<file path="src/rtl/buck_pkg.sv">
// buck_pkg: shared constants and FSM encoding for the buck power-stage control blocks
package buck_pkg;
    localparam int DT_WIDTH_DEFAULT = 8;
    localparam int CLK_FREQ_HZ = 100_000_000;
    typedef enum logic [2:0] {
        IDLE  = 3'd0,
        DT_HS = 3'd1,
        HS_ON = 3'd2,
        DT_LS = 3'd3,
        LS_ON = 3'd4
    } state_t;
endpackage

</file>
<file path="src/rtl/dead_counter.sv">
// dead_counter: loadable down-counter that holds at zero and flags it
module dead_counter
    import buck_pkg::*;
#(
    parameter int WIDTH = DT_WIDTH_DEFAULT
) (
    input  logic             clk,
    input  logic             rst_n,
    input  logic             load,
    input  logic [WIDTH-1:0] value,
    output logic             zero
);
    logic [WIDTH-1:0] count;
    // load on DT entry, otherwise count down and park at zero
    always_ff @(posedge clk or negedge rst_n)
        if (!rst_n) count <= '0;
        else if (load) count <= value;
        else if (count != '0) count <= count - 1'b1;
    assign zero = (count == '0);
endmodule

</file>
<file path="src/rtl/dead_time_generator.sv">
// dead_time_generator: complementary gate drive with dead time, pulse absorption and fault latch
module dead_time_generator
    import buck_pkg::*;
#(
    parameter int DT_WIDTH = DT_WIDTH_DEFAULT
) (
    input  logic                clk,
    input  logic                rst_n,
    input  logic                enable,
    input  logic                pwm_in,
    input  logic [DT_WIDTH-1:0] dead_time,
    input  logic                fault,
    input  logic                fault_clr,
    output logic                gate_hs,
    output logic                gate_ls,
    output logic                fault_latched
);
    state_t state, state_nx;
    logic cnt_zero, cnt_load;
    // next state: fault, disable or a latched fault park the FSM in IDLE
    always_comb begin
        state_nx = IDLE;
        if (enable && !fault && !fault_latched)
            case (state)
                IDLE:    state_nx = pwm_in ? DT_HS : DT_LS;
                DT_HS:   state_nx = !pwm_in ? DT_LS : (cnt_zero ? HS_ON : DT_HS);
                HS_ON:   state_nx = pwm_in ? HS_ON : DT_LS;
                DT_LS:   state_nx = pwm_in ? DT_HS : (cnt_zero ? LS_ON : DT_LS);
                LS_ON:   state_nx = pwm_in ? DT_HS : LS_ON;
                default: state_nx = IDLE;
            endcase
    end
    assign cnt_load = (state_nx == DT_HS && state != DT_HS) || (state_nx == DT_LS && state != DT_LS);
    dead_counter #(.WIDTH(DT_WIDTH)) u_dead_counter (
        .clk   (clk),
        .rst_n (rst_n),
        .load  (cnt_load),
        .value (dead_time),
        .zero  (cnt_zero)
    );
    // state, fault latch and gate drives decoded from the next state
    always_ff @(posedge clk or negedge rst_n)
        if (!rst_n) begin
            state         <= IDLE;
            gate_hs       <= 1'b0;
            gate_ls       <= 1'b0;
            fault_latched <= 1'b0;
        end else begin
            state         <= state_nx;
            gate_hs       <= (state_nx == HS_ON);
            gate_ls       <= (state_nx == LS_ON);
            fault_latched <= fault ? 1'b1 : (fault_clr ? 1'b0 : fault_latched);
        end
endmodule

</file>
<file path="config.mk">
export PLATFORM = sky130hd
export DESIGN_NAME = dead_time_generator
export DESIGN_NICKNAME = d
export VERILOG_FILES = /design/src/rtl/buck_pkg.sv /design/src/rtl/dead_counter.sv /design/src/rtl/dead_time_generator.sv
export SDC_FILE = /design/constraint.sdc
export NUM_CORES = 1
export LEC_CHECK = 0
export CAP_MARGIN = 20
export CORE_MARGIN = 5
export CORE_UTILIZATION = 35
export CTS_CLUSTER_DIAMETER = 120
export DETAILED_ROUTE_END_ITERATION = 16
export PLACE_DENSITY = 0.56
export RECOVER_POWER = 50
export SLEW_MARGIN = 20
export SYNTH_ARGS = -nofsm -noshare
export SYNTH_HDL_FRONTEND = slang
export SYNTH_HIERARCHICAL = 1
export SYNTH_SLANG_ARGS = --single-unit
export TNS_END_PERCENT = 10
</file>
<file path="constraint.sdc">
create_clock -name clk -period 3 [get_ports clk]
set_input_delay 0.6 -clock clk [delete_from_list [all_inputs] [get_ports clk]]
set_output_delay 0.6 -clock clk [all_outputs]
set_load 0.02 [all_outputs]
</file>
==> run metrics <==
VDD IR max=0.266 mV; Worst Hold Class=register to register; die area=3320 µm²; sequential element share of the synthesized area=44.2%; GRT Total Usage=11.1%; ant diodes=0; clock skew=0.00445 ns; CTS Buf Count=3; post-cts resize count=0; Netlist Area Pre-Place=793 µm²; Peak Freq=0.434 GHz; Clock Tree Root=clkbuf_4; Setup TNS=0 ns; DRT iter0 DRCs=20; First-pass DRT Iterations=4; wire per inst=13.5 µm; Crit path required time=3.20 ns; multi-input logic area=398 µm²; Final WS setup=0.694 ns; period utilisation layout=76.9%; minimum clock period=2.31 ns; Core Util, Final=45.6%; Starting Density=36.2%; number of synthesized register bits=14; FF+latch area=350 µm²; H-tree depth=1; postcts setup bufs=0; max-cap check violation count=0; Final Hold Viols=0; relative slew slack=57.7%; row cnt=17; Critical Path Slowest Stage Cell=or3b_1; Critical Path Max Stage Delay=0.48 ns; setup slack at placement=0.516 ns; CTS hold repair buffers=0; vias in the first global route=685; fraction of layout cells with a size suffix above 1=7.84%; CP Max Fanout=7; CP startpoint=u_dead_counter/count[0]; num ports=17; CP endpoint kind=register; fillers=212; hold_sp=fault_latched; largest family of logic cells by synthesized area=simple AND/OR/NAND/NOR gates; core area=2190 µm²; initial antenna violation count=0; DP HPWL=1300 µm; syn avg cell area=9.22 µm²; outcome=finished, final reports clean; grt ovf=0; routed vias=724; Die H=57.6 µm; syn nets=101; Layout Nets=119; Power Dens Cells=643 nW/µm²; Clock Tree Buf Depth=2; cell count after synthesis=86; CP Cell Sequence=inv_1 > ha_1 > or3b_1 > nor2_1 > buf_4 > mux2_2 > a211o_1 > a21oi_2; Area Overhead vs Synth=26.0%; antenna-violating nets left=0; Routed WL=1750 µm; CP Launch Type=register; ys flop type=dfrtp_1; Distinct cells, synth=41; Synth Area in Compound Gates=22.6%; Post-route DRC=0; Post-synth ARST share=100%; adder-cell share of the synthesized area=1.58%; Worst Tran Pin Value=0.633 ns; Pleak=0.389 nW; Clk Latency, worst-skew pair=0.27 ns; Crit path max-delay family=simple AND/OR/NAND/NOR gates; Clock transition at path regs=0.08 ns; R2R Setup Slk=0.69 ns; mux contribution to synthesized area=1.42%; R2R Path Start=u_dead_counter/count[0]; pin count of the biggest net entering global routing=15; EDFF count, synth=0; Synthesis Warnings=6; critical path class=register to register; vias per cell=5.57; unrepaired setup endpoints after global routing=no; Die W=57.6 µm; Synth Area in Simple Gates=23.5%; Final setup viols=0; WP buf/inv=2; worst path arrival time=2.51 ns; first-pass GRT wire length=2870 µm; CTS sink cnt=14; Port Buf Inserts=16; RD Place Congestion=0.773; fin. max-slew vios=0; xor/xnor share of the synthesized area=1.10%; CTS tree=done
==> stage by stage <==
step,instances,area (µm²),power [mW],hold slack (ns)
2_1_floorplan,86,793,0.474,0.304
3_3_place_gp,127,977,0.542,0.493
3_5_place_dp,127,977,0.543,0.508
4_1_cts,130,1000,0.652,0.527
5_1_grt,130,1000,0.695,0.553
6_report,130,1000,0.643,0.514
==> kinds of logic after synthesis <==
kind of cell,Yosys count
AO/OA/AOI/OAI,26
XOR/XNOR,1
adder cells (fa/ha/maj),1
buffers and inverters,10
flip-flops,14
multiplexers,1
AND/OR/NAND/NOR,33
==> final timing paths <==
check                                           to  cells past startpoint
max                                       state[1]                      8
min reg2reg                          fault_latched                      1
max reg2reg                               state[1]                      8
max in group asynchronous  u_dead_counter/count[2]                      1
min                                  fault_latched                      1
min in group asynchronous  u_dead_counter/count[0]                      1
==> final cells by class <==
cell class / instances / share of cell area (%)
multi-input cells: 62 / 39.8
flip-flops and latches: 14 / 35.0
repair buffers: 18 / 17.5
well taps: 28 / 3.50
clock buffers: 3 / 2.25
inverters: 5 / 1.88
==> cell usage in the layout, fill, tap and decap left out, types with 2 or more instances in the layout <==
| cell type | count |
|---|---|
| a21oi_1 | 6 |
| inv_1 | 5 |
| nand2_1 | 5 |
| dlygate4sd3_1 | 2 |
| dfrtp_1 | 14 |
| o21ai_0 | 3 |
| nor4_1 | 2 |
| or3b_1 | 2 |
| clkbuf_4 | 3 |
| o31ai_1 | 3 |
| clkdlybuf4s50_1 | 14 |
| buf_4 | 2 |
| nand3_1 | 2 |
| or4_1 | 2 |
| nor3_1 | 6 |
| nor2_1 | 6 |
==> sequential cells by signal (all words and copies together), names as in the netlist <==
register / flops
fault_latched: 1
u_dead_counter/count: 8
state: 3
gate_hs: 1
gate_ls: 1
==> power breakdown <==
part	leakage, nW	total (mW)	switching, mW	internal, mW
combinational	0.201	0.213	0.102	0.111
sequential	0.174	0.329	0.0827	0.246
clock	0.0138	0.102	0.0551	0.0464
==> cell usage after synthesis (all sizes together) (3+ instances only) <==
cell type / instances / area, µm²
dfrtp: 14 / 350
a21oi: 7 / 38.8
nor2: 6 / 22.5
nor3: 6 / 30.0
inv: 5 / 18.8
nand2: 5 / 18.8
o21ai: 4 / 20.0
clkbuf: 3 / 12.5
o31ai: 3 / 22.5
==> routing by layer <==
| metal | GRT usage (%) | wire, µm |
|---|---|---|
| met3 | 3.17 | 121 |
| met2 | 18.2 | 857 |
| met1 | 12.9 | 740 |
| met4 | 6.29 | 29 |
| met5 | 0 | 0 |
Power figures use the tool's default switching activity.
